[config.mk]
export PLATFORM = sky130hd
export DESIGN_NAME = alu_pipe
export DESIGN_NICKNAME = d
export VERILOG_FILES = /design/src/rtl/alu_pipe_pkg.sv /design/src/rtl/alu_core.sv /design/src/rtl/alu_pipe.sv
export SDC_FILE = /design/constraint.sdc
export NUM_CORES = 1
export LEC_CHECK = 0
export ABC_AREA = 1
export ABC_CLOCK_PERIOD_IN_PS = 2240
export BUFFER_PORTS_ARGS = -buffer_cell sky130_fd_sc_hd__clkbuf_2
export CAP_MARGIN = 40
export CORE_ASPECT_RATIO = 0.6
export CORE_UTILIZATION = 50
export DETAILED_ROUTE_END_ITERATION = 8
export HOLD_SLACK_MARGIN = 0.12
export PLACE_DENSITY = 0.72
export SLEW_MARGIN = 20
export SYNTH_ARGS = -nofsm -noshare
export SYNTH_HDL_FRONTEND = slang
export SYNTH_SLANG_ARGS = --single-unit
export TNS_END_PERCENT = 30
[constraint.sdc]
create_clock -name clk -period 2.24 [get_ports clk]
set_input_delay 0.448 -clock clk [delete_from_list [all_inputs] [get_ports clk]]
set_output_delay 0.448 -clock clk [all_outputs]
set_load 0.02 [all_outputs]
[src/rtl/alu_pipe_pkg.sv]
// Shared types for the pipelined ALU: opcode enum and status flag bundle.
package alu_pipe_pkg;

    localparam int unsigned OP_W = 3;

    typedef enum logic [OP_W-1:0] {
        OP_ADD = 3'b000,
        OP_SUB = 3'b001,
        OP_AND = 3'b010,
        OP_OR  = 3'b011,
        OP_XOR = 3'b100,
        OP_SHL = 3'b101,
        OP_SHR = 3'b110,
        OP_ACC = 3'b111
    } op_e;

    typedef struct packed {
        logic carry;
        logic zero;
        logic ovf;
    } alu_flags_t;

endpackage

[src/rtl/alu_core.sv]
// Combinational ALU datapath: result, flags and the next accumulator value.
// Define ALU_PIPE_SAT_EN for unsigned saturation of ADD, SUB and ACC-add.
module alu_core
    import alu_pipe_pkg::*;
#(
    parameter int unsigned WIDTH = 8
) (
    input  logic [WIDTH-1:0] a,
    input  logic [WIDTH-1:0] b,
    input  op_e              op,
    input  logic [WIDTH-1:0] acc,
    output logic [WIDTH-1:0] result,
    output alu_flags_t       flags,
    output logic [WIDTH-1:0] next_acc
);

    localparam int unsigned SHW = $clog2(WIDTH);
    localparam int unsigned MSB = WIDTH - 1;

    logic [WIDTH:0]   add_w;
    logic [WIDTH:0]   sub_w;
    logic [WIDTH:0]   acc_w;
    logic [WIDTH-1:0] add_q;
    logic [WIDTH-1:0] sub_q;
    logic [WIDTH-1:0] acc_q;
    logic             add_ovf;
    logic             sub_ovf;
    logic             acc_ovf;

    // Extra top bit holds carry (add) or borrow (sub, wraps to 1 when a<b)
    assign add_w = (WIDTH+1)'(a) + (WIDTH+1)'(b);
    assign sub_w = (WIDTH+1)'(a) - (WIDTH+1)'(b);
    assign acc_w = (WIDTH+1)'(acc) + (WIDTH+1)'(a);

    assign add_ovf = (a[MSB] == b[MSB]) && (add_w[MSB] != a[MSB]);
    assign sub_ovf = (a[MSB] != b[MSB]) && (sub_w[MSB] != a[MSB]);
    assign acc_ovf = (acc[MSB] == a[MSB]) && (acc_w[MSB] != acc[MSB]);

`ifdef ALU_PIPE_SAT_EN
    assign add_q = add_w[WIDTH] ? {WIDTH{1'b1}} : add_w[WIDTH-1:0];
    assign sub_q = sub_w[WIDTH] ? {WIDTH{1'b0}} : sub_w[WIDTH-1:0];
    assign acc_q = acc_w[WIDTH] ? {WIDTH{1'b1}} : acc_w[WIDTH-1:0];
`else
    assign add_q = add_w[WIDTH-1:0];
    assign sub_q = sub_w[WIDTH-1:0];
    assign acc_q = acc_w[WIDTH-1:0];
`endif

    // Opcode decode; zero is derived from the final (possibly clamped) result
    always_comb begin
        result   = '0;
        flags    = '0;
        next_acc = acc;
        case (op)
            OP_ADD: begin
                result      = add_q;
                flags.carry = add_w[WIDTH];
                flags.ovf   = add_ovf;
            end
            OP_SUB: begin
                result      = sub_q;
                flags.carry = sub_w[WIDTH];
                flags.ovf   = sub_ovf;
            end
            OP_AND: result = a & b;
            OP_OR:  result = a | b;
            OP_XOR: result = a ^ b;
            OP_SHL: result = a << b[SHW-1:0];
            OP_SHR: result = a >> b[SHW-1:0];
            OP_ACC: begin
                if (b[0]) begin
                    next_acc = a;
                end else begin
                    next_acc    = acc_q;
                    flags.carry = acc_w[WIDTH];
                    flags.ovf   = acc_ovf;
                end
                result = next_acc;
            end
            default: result = '0;
        endcase
        flags.zero = (result == '0);
    end

endmodule

[src/rtl/alu_pipe.sv]
// Two-stage valid/ready ALU pipeline with a persistent accumulator.
// Saturating arithmetic is selected at build time by ALU_PIPE_SAT_EN.
module alu_pipe
    import alu_pipe_pkg::*;
#(
    parameter int unsigned WIDTH = 8
) (
    input  logic             clk,
    input  logic             rst,
    input  logic             in_valid,
    output logic             in_ready,
    input  logic [WIDTH-1:0] a_in,
    input  logic [WIDTH-1:0] b_in,
    input  logic [2:0]       op_in,
    output logic             out_valid,
    input  logic             out_ready,
    output logic [WIDTH-1:0] q_out,
    output logic             carry_out,
    output logic             zero_out,
    output logic             ovf_out
);

    logic             s1_valid;
    logic [WIDTH-1:0] s1_a;
    logic [WIDTH-1:0] s1_b;
    op_e              s1_op;

    logic             s2_valid;
    logic [WIDTH-1:0] s2_q;
    alu_flags_t       s2_flags;

    logic [WIDTH-1:0] acc;
    logic [WIDTH-1:0] core_result;
    logic [WIDTH-1:0] core_next_acc;
    alu_flags_t       core_flags;

    logic             s1_en;
    logic             s2_en;

    assign s2_en    = !s2_valid || out_ready;
    assign s1_en    = !s1_valid || s2_en;
    assign in_ready = s1_en && rst;

    alu_core #(
        .WIDTH (WIDTH)
    ) u_core (
        .a        (s1_a),
        .b        (s1_b),
        .op       (s1_op),
        .acc      (acc),
        .result   (core_result),
        .flags    (core_flags),
        .next_acc (core_next_acc)
    );

    // Stage 1: operand capture
    always_ff @(posedge clk or negedge rst) begin
        if (!rst) begin
            s1_valid <= 1'b0;
            s1_a     <= '0;
            s1_b     <= '0;
            s1_op    <= OP_ADD;
        end else if (s1_en) begin
            s1_valid <= in_valid;
            if (in_valid) begin
                s1_a  <= a_in;
                s1_b  <= b_in;
                s1_op <= op_e'(op_in);
            end
        end
    end

    // Stage 2: result/flags; acc advances only as an ACC beat leaves S1
    always_ff @(posedge clk or negedge rst) begin
        if (!rst) begin
            s2_valid <= 1'b0;
            s2_q     <= '0;
            s2_flags <= '0;
            acc      <= '0;
        end else if (s2_en) begin
            s2_valid <= s1_valid;
            if (s1_valid) begin
                s2_q     <= core_result;
                s2_flags <= core_flags;
                if (s1_op == OP_ACC) begin
                    acc <= core_next_acc;
                end
            end
        end
    end

    assign out_valid = s2_valid;
    assign q_out     = s2_q;
    assign carry_out = s2_flags.carry;
    assign zero_out  = s2_flags.zero;
    assign ovf_out   = s2_flags.ovf;

endmodule

Yosys cells after proc, flatten, opt, wreduce, memory -nomap -nowiden --
Index checks and enable logic that the tools add are counted.
Word-level totals: memories 0, bits of input ports 23, ROM bits 0, latch bits 0, register bits 40, memory bits (writable) 0, word-level logic and storage cells 50
Operators by class: shift operators 2, div/mod/pow operators 0, order comparisons 0, reduce and logical (&&, ||, !) cells 13, bitwise operators 3, add/subtract/negate cells 3, mux-type cells 6, equality and inequality tests 13, multiply operators 0
Operators by type and width (count):
- $pmux W8 S8 | 1
- $add A8 B8 Y9 | 2
- $eq A3 B3 Y1 const B | 4
- $sub A8 B8 Y9 | 1
- $and A8 B8 Y8 | 1
- $logic_not A8 Y1 | 1
- $mux W8 | 1
- $or A8 B8 Y8 | 1
- $shl A8 B3 Y8 | 1
- $shr A8 B3 Y8 | 1
- $xor A8 B8 Y8 | 1
- $eq A3 B2 Y1 const B | 2
- $pmux W1 S3 | 2
- $logic_and A1 B1 Y1 | 4
- $ne A1 B1 Y1 | 4
- $reduce_and A2 Y1 | 2
- $eq A3 B1 Y1 const B | 1
- $logic_not A3 Y1 | 1
- $reduce_and A3 Y1 | 1
- $eq A1 B1 Y1 | 2
- $logic_not A1 Y1 | 2
- $logic_or A1 B1 Y1 | 2
- $mux W1 | 2

Depth between registers and ports, before layout --
Gate-level depths: netlist of run 1.
depth after elaboration 5, depth in mapped cells 18, gate-level depth less buffers 18

Modules after synthesis --
From an unflattened synthesis of run 1, not the netlist that was laid out.
Unflattened totals: cell total of the unflattened synthesis 611, area, all modules 3905.0 um2
By module, submodules not included:
- alu_core | cells an instance 428, seq. area each 0.0 um2, area an instance 2257.2 um2, instances 1
- alu_pipe | cells an instance 183, seq. area each 1001.0 um2, area an instance 1647.8 um2, instances 1

Least setup slack after synthesis of run 1 --
No wires, ideal clock.
path kind reg-to-reg, start point reg s1_b[1], end point reg s2_flags (netlist bit ovf_out), slack 0.099 ns, cell stages (with the launch flop) 14, clock period less this slack 2.141 ns, required time 2.123 ns, data arrival time 2.024 ns, setup time 0.117 ns, path through dfrtp_1 -> buf_2 -> inv_2 -> buf_4 -> ha_1 -> nor2_1 -> nand3_1 -> nand3_1 -> a21oi_1 -> or2_2 -> nand4_1 -> o21ai_0 -> nor2_1 -> nor2_1
On the way: longest elaborated chain between the ends 4, elaborated cells between the ends (all ways) 7, those cells by class 2 x add/sub; 2 x eq/ne; 1 x mux; 2 x reduce/logical
RTL lines:
- start, declared | RTL line alu_pipe.sv:25 | logic [WIDTH-1:0] s1_b;
- start signal, assigned | RTL line alu_pipe.sv:67 | s1_b <= b_in;
- $sub A8 B8 Y9 / $add A8 B8 Y9 (equally long branches) | RTL line alu_core.sv:32, alu_core.sv:31
- $ne A1 B1 Y1 (on tied branches) | RTL line alu_core.sv:36, alu_core.sv:35
- $logic_and A1 B1 Y1 (on tied branches) | RTL line alu_core.sv:36, alu_core.sv:35
- $pmux W1 S3 (*) | RTL line alu_core.sv:54 | case (op)
- end signal, assigned | RTL line alu_pipe.sv:84 | s2_flags <= core_flags;
- end, declared | RTL line alu_pipe.sv:30 | alu_flags_t s2_flags;
Every way passes the cells marked *; elsewhere a longest branch is shown, timed or not. A chain may end at the register's enable or synchronous reset.

Worst setup path in the final report of run 1 --
start point reg s1_b[0], end point reg s2_flags (netlist bit zero_out)
On the way: longest elaborated chain between the ends 3, elaborated cells between the ends (all ways) 10, those cells by class 2 x add/sub; 2 x shift; 2 x mux; 3 x bitwise; 1 x reduce/logical
RTL lines:
- $sub A8 B8 Y9 (tied with other cells) | RTL line alu_core.sv:32 | assign sub_w = (WIDTH+1)'(a) - (WIDTH+1)'(b);
- $pmux W8 S8 (*) | RTL line alu_core.sv:54
- $logic_not A8 Y1 (*) | RTL line alu_core.sv:82 | flags.zero = (result == '0);
Marks and branches as above.

==> metrics.txt, run 1 <==
Peak VDD IR=approximately 0.00053 V; top-count cell post-synth=nand2_1; Clock Skew=4.780 ps; RSZ-0062 raised after global routing=yes; drt drc=0; worst min path class=input port to asynchronous set/reset pin; maximum clock path buffer count=2; placed cell area=4128 um2; Cell Rows=23; Post-synth ARST share=100.0%; Boundary Pins=36; mapped cell area=approximately 3700 um2; antenna violations before repair=0; Power per Cell Area=between 1000 and 1500 nW/um2; Slew Limit Fails=0; PnR worst setup slack=59.71 ps; area share of the largest cell type after synthesis=between 20% and 30%; Post-Syn Area per Cell=roughly 6.5 um2; relative slew slack=between 60% and 70%; CTS buffer count=5; Distinct cells, synth=33; H-tree depth=2; # Max-Cap Violations=0; Clk pin slew, worst setup/hold paths=~60 ps; outcome=completed; area leader, netlist=dfrtp_1; core box area=slightly below 7000 um2; via count=4054; Final Hold Vio Count=0; Via density=around 5.7; Syn-to-layout area delta=19.54%; worst r2r src=s1_b[0]; Mapped Nets=~630; # nets final=687; n_diodes=0; ANT nets after route=0; Worst Hold Margin=271.5 ps; Setup Viol. Count Final=0; routed len/inst=approximately 17 um; Lkg Pwr=about 2.4 nW; dpl cells=~710; total power=between 4 and 5 mW; CP startpoint kind=flop; area of the multi-input gates=2426 um2; Post-synth EDFFs=0; later-pin clock latency in the skew report=about 290 ps; Die X=112.8 um; GPL Wtd Cong=roughly 1; first-pass GRT wire length=about 19000 um; CP required=2470 ps; largest net degree at the start of global routing=slightly above 40; CTS Sinks=40; Synth Warn #=0; final WL=approximately 12000 um; predominant post-synthesis flop cell=dfrtp_1; starting density of the core=a little over half; DP HPWL=9348 um; Non-Filler Instances=just over 700; crit path DAT=2410 ps; Die Area=~7700 um2; Total GRT Usage=between 30% and 40%; Final min period=around 2200 ps; Area contributors post-synth=dfrtp_1 27%, nand2_1 17%, ha_1 11%, nand3_1 11%, nor2_1 6.3%; Root Driver=clkbuf_16; crit path max fanout=4; TritonCTS clock tree=yes; worst reg2reg setup slack=60 ps; fillers=approximately 650; design area=approximately 4400 um2; fin crit share=a little over nine tenths; flops & latches, synth=40; most instantiated cells after synthesis=164 x nand2_1, 82 x nand3_1, 62 x nor2_1; Die Span Y=roughly 68 um; Synth Instances=~570; Worst Setup End Kind=flop; FF-to-FF path depth=14; critical setup path kind=flop to flop; number of buffers added on ports=35; grt ovf=0; Seq/Total Area, Yosys=27.19%; TritonRoute pass-1 iters=6; fmax=458.7 MHz; Initial DRC Count=between 500 and 600; reg-to-reg critical path endpoint=zero_out; Worst Max-Slew Pin Slew=between 500 and 600 ps; vias in the first global route=3537; worst slack, placed=about 23 ps; layout cell share with drive strength beyond 1=between 10% and 20%; Reg area=roughly 1000 um2
-- power breakdown --
part	internal (mW)	total (mW)	switching, mW
sequential	0.935	1.11	0.171
clock	0.559	0.877	0.319
combinational	0.924	2.55	1.63
total	2.42	4.53	2.11
-- layer usage --
layer,track usage (%),vias up,wire length (um)
li1,-,1967,-
met3,8.149,12,1437
met4,7.333,0,119
met2,47.69,215,4706
met1,49.13,1860,5812
met5,0,-,0
-- through the flow --
| step | util, % | TNS [ps] |
|---|---|---|
| after global placement | 60.01 | 0 |
| final | 63.98 | 0 |
| after detailed placement | 60.01 | 0 |
| after CTS | 62.60 | 0 |
| after global routing | 63.98 | -80.09 |
| after floorplan | - | 0 |
-- area by class of cell --
type                       count  area share, %
clock buffer                   6          3.156
clock inverter                 2         0.8814
inverter                      64          5.459
multi-input combinational    447          55.13
sequential                    40          22.86
tap                           87          2.474
timing repair buffer          70          10.04
-- registers in the layout, summed over array words and instances, names as in the netlist --
register and flops:
acc 8, carry_out 1, out_valid 1, ovf_out 1, q_out 8, s1_a 8
s1_b 8, s1_op 3, s1_valid 1, zero_out 1
-- cell families (layout without fill, tap and decap cells) --
group	after synthesis	count (layout)	share of synthesized area (%)
buffers and inverters	81	142	9.041
AND/OR/NAND/NOR	338	338	39.67
flip-flops	40	40	27.19
adder cells (fa/ha/maj)	36	36	12.85
XOR/XNOR	6	6	1.428
AO/OA/AOI/OAI	67	67	9.823
-- placed cells by master, fill, tap and decap left out, types with 13 or more instances in the layout --
cell | synthesis | layout
nand2_1 | 164 | 164
nand3_1 | 82 | 78
nor2_1 | 62 | 58
inv_1 | 59 | 55
dfrtp_1 | 40 | 36
clkbuf_2 | 2 | 35
a21oi_1 | 36 | 34
buf_4 | 3 | 34
ha_1 | 33 | 28
o21ai_0 | 20 | 15
nand4_1 | 13 | 13
-- worst max path at each step --
stage                 start        to  depth (start not counted)
floorplan           s1_b[1]   ovf_out                         13
global placement    s1_a[0]  zero_out                         15
detailed placement  s1_a[0]  zero_out                         15
CTS                 s1_a[0]  zero_out                         15
global route        s1_b[0]  zero_out                         12
finish              s1_b[0]  zero_out                         14
-- critical path, cell delays in order (launching register included) --
cell     delay [ps]
dfrtp_2         470
ha_4            190
fa_1            470
inv_1            40
nand3_1          70
nand2_1          50
nor2_1           80
nand2_1          60
nor2_2          120
nor2_2           50
nor2_2          130
nand3_2         100
nor2_4          130
nand3_2          80
nand2_1          50
-- timing repair --
item | CTS | global route
hold buffers | 0 | 0
buffers inserted | 0 | 1
gates resized for setup | 0 | 33
setup endpoints to repair | 0 | 5
Note: power is estimated with default switching activity, not from simulation.
==> run 2, diff against run 1 <==
--- a/config.mk
+++ b/config.mk
@@ -6,7 +6,6 @@
 export NUM_CORES = 1
 export LEC_CHECK = 0
 export ABC_AREA = 1
-export ABC_CLOCK_PERIOD_IN_PS = 2240
 export BUFFER_PORTS_ARGS = -buffer_cell sky130_fd_sc_hd__clkbuf_2
 export CAP_MARGIN = 40
 export CORE_ASPECT_RATIO = 0.6
@@ -17,5 +16,6 @@
 export SLEW_MARGIN = 20
 export SYNTH_ARGS = -nofsm -noshare
 export SYNTH_HDL_FRONTEND = slang
+export SYNTH_HIERARCHICAL = 1
 export SYNTH_SLANG_ARGS = --single-unit
 export TNS_END_PERCENT = 30
==> metrics.txt, run 2 <==
Power per Cell Area=970.9 nW/um2; Worst Max-Slew Pin Slew=approximately 550 ps; DP HPWL=roughly 10000 um; relative slew slack=approximately 64%; Slew Limit Fails=0; CP startpoint kind=flop; Die Span Y=just over 70 um; Initial DRC Count=just over 500; Clock Skew=5.197 ps; routed len/inst=16.68 um; commonest non-fill, non-tap cells in the layout=197 x nand2_1, 97 x nand3_1, 62 x inv_1; H-tree depth=2; crit path max fanout=6; Peak VDD IR=0.0003492 V; Boundary Pins=36; CTS Sinks=40; Distinct cells, synth=31; layout cell share with drive strength beyond 1=22.95%; mapped cell area=3905 um2; sum of negative setup slack=0 ps; area leader, netlist=dfrtp_1; Setup Viol. Count Final=0; Final Hold Vio Count=0; top-count cell post-synth=nand2_1; FF-to-FF path depth=16; Post-synth EDFFs=0; starting density of the core=52.65%; predominant post-synthesis flop cell=dfrtp_1; Non-Filler Instances=between 700 and 800; outcome=completed; later-pin clock latency in the skew report=290 ps; CTS buffer count=5; n_diodes=0; area share of the largest cell type after synthesis=approximately 26%; largest net degree at the start of global routing=41; Lkg Pwr=about 2.6 nW; fmax=between 400 and 500 MHz; Die X=around 120 um; reg-to-reg critical path endpoint=zero_out; GPL Wtd Cong=~1.0; Root Driver=clkbuf_16; Critical Path Source=s1_a[0]; Cell Rows=24; maximum clock path buffer count=2; dpl cells=between 700 and 800; # Max-Cap Violations=0; total power=approximately 4.7 mW; most instantiated cells after synthesis=204 x nand2_1, 100 x nand3_1, 68 x inv_1; ANT nets after route=0; placed cell area=roughly 4400 um2; via count=roughly 4400; drt drc=0; Worst Setup End Kind=flop; Syn-to-layout area delta=23.17%; Die Area=between 8000 and 9000 um2; Worst Hold Margin=334.6 ps; fin crit share=roughly 100%; post-layout util=~65%; PnR worst setup slack=19.04 ps; grt ovf=0; core box area=roughly 7400 um2; flops & latches, synth=40; critical setup path kind=flop to flop; antenna violations before repair=0; TritonRoute pass-1 iters=8; Synth Warn #=6; Clk pin slew, worst setup/hold paths=60 ps; worst slack, placed=-57.65 ps; Synth Instances=611; Final min period=about 2200 ps; Area contributors post-synth=dfrtp_1 26%, nand2_1 20%, nand3_1 13%, ha_1 11%, inv_1 6.5%; Seq/Total Area, Yosys=around a quarter; Post-Syn Area per Cell=around 6.4 um2; Total GRT Usage=33.09%; first-pass GRT wire length=a little over 20000 um; crit path DAT=around 2400 ps; worst r2r src=s1_a[0]; number of buffers added on ports=35; TritonCTS clock tree=yes; RSZ-0062 raised after global routing=yes; Post-synth ARST share=100.0%; Mapped Nets=670; commonest non-fill, non-tap cell in the layout=nand2_1; worst min path class=input port to asynchronous set/reset pin; vias in the first global route=3850; worst reg2reg setup slack=20 ps; CP required=~2500 ps; final WL=13140 um; Via density=approximately 5.5; design area=slightly below 5000 um2; # nets final=approximately 740
## run 2: power by group
| part | leakage (nW) | internal (mW) | switching (mW) |
|---|---|---|---|
| combinational | 2.06 | 1.09 | 1.66 |
| clock | 0.0760 | 0.468 | 0.299 |
| sequential | 0.482 | 0.933 | 0.213 |
| total | 2.62 | 2.49 | 2.18 |
## run 2: how the worst max path moves through the flow
stage,slack [ps],endpoint
after floorplan,170,zero_out
after CTS,2,zero_out
after global placement,-20,zero_out
after global routing,-70,zero_out
final,20,zero_out
after detailed placement,-60,zero_out
## run 2: cell type report
type	instances	area (um2)
Clock buffer	7	152.6
Fill cell	675	2608
Inverter	75	286.5
Multi-Input combinational cell	476	2661
Sequential cell	40	1008
Tap cell	104	130.1
Timing Repair Buffer	86	570.5
## run 2: cell families after synthesis
| group | count (synthesis) | synth area share (%) |
|---|---|---|
| buffers and inverters | 95 | 10.51 |
| flip-flops | 40 | 25.63 |
| AO/OA/AOI/OAI | 66 | 9.837 |
| adder cells (fa/ha/maj) | 36 | 12.11 |
| XOR/XNOR | 2 | 0.4487 |
| AND/OR/NAND/NOR | 372 | 41.46 |
## run 2: worst max-delay path: stages, from the launching register on
cell     delay (ps)
dfrtp_2         480
ha_4            170
inv_2            40
fa_2            370
inv_2            70
nand3_2          70
nand2_2          90
nand2_2          60
nand3_2          70
nand2_1          70
nand2_2          90
nand4_1         120
nor2_1          130
nand3_1          90
nor2_1          100
nand2_1          60
nand2_1          80
## run 2: timing repair
action                                  in CTS  in global routing
setup buffers                                0                 14
endpoints found under the setup margin       1                  9
pin swaps                                    2                 17
gates resized for setup                      3                 49
hold buffers                                 0                  0
## run 2: per-layer routing
layer  part of all wire (%)  global-route usage [%]  routed length (um)
met1                     48                   51.00                6306
met2                     40                   44.25                5192
met3                     11                   10.24                1452
met4                    1.4                   6.268                 190
met5                      0                       0                   0
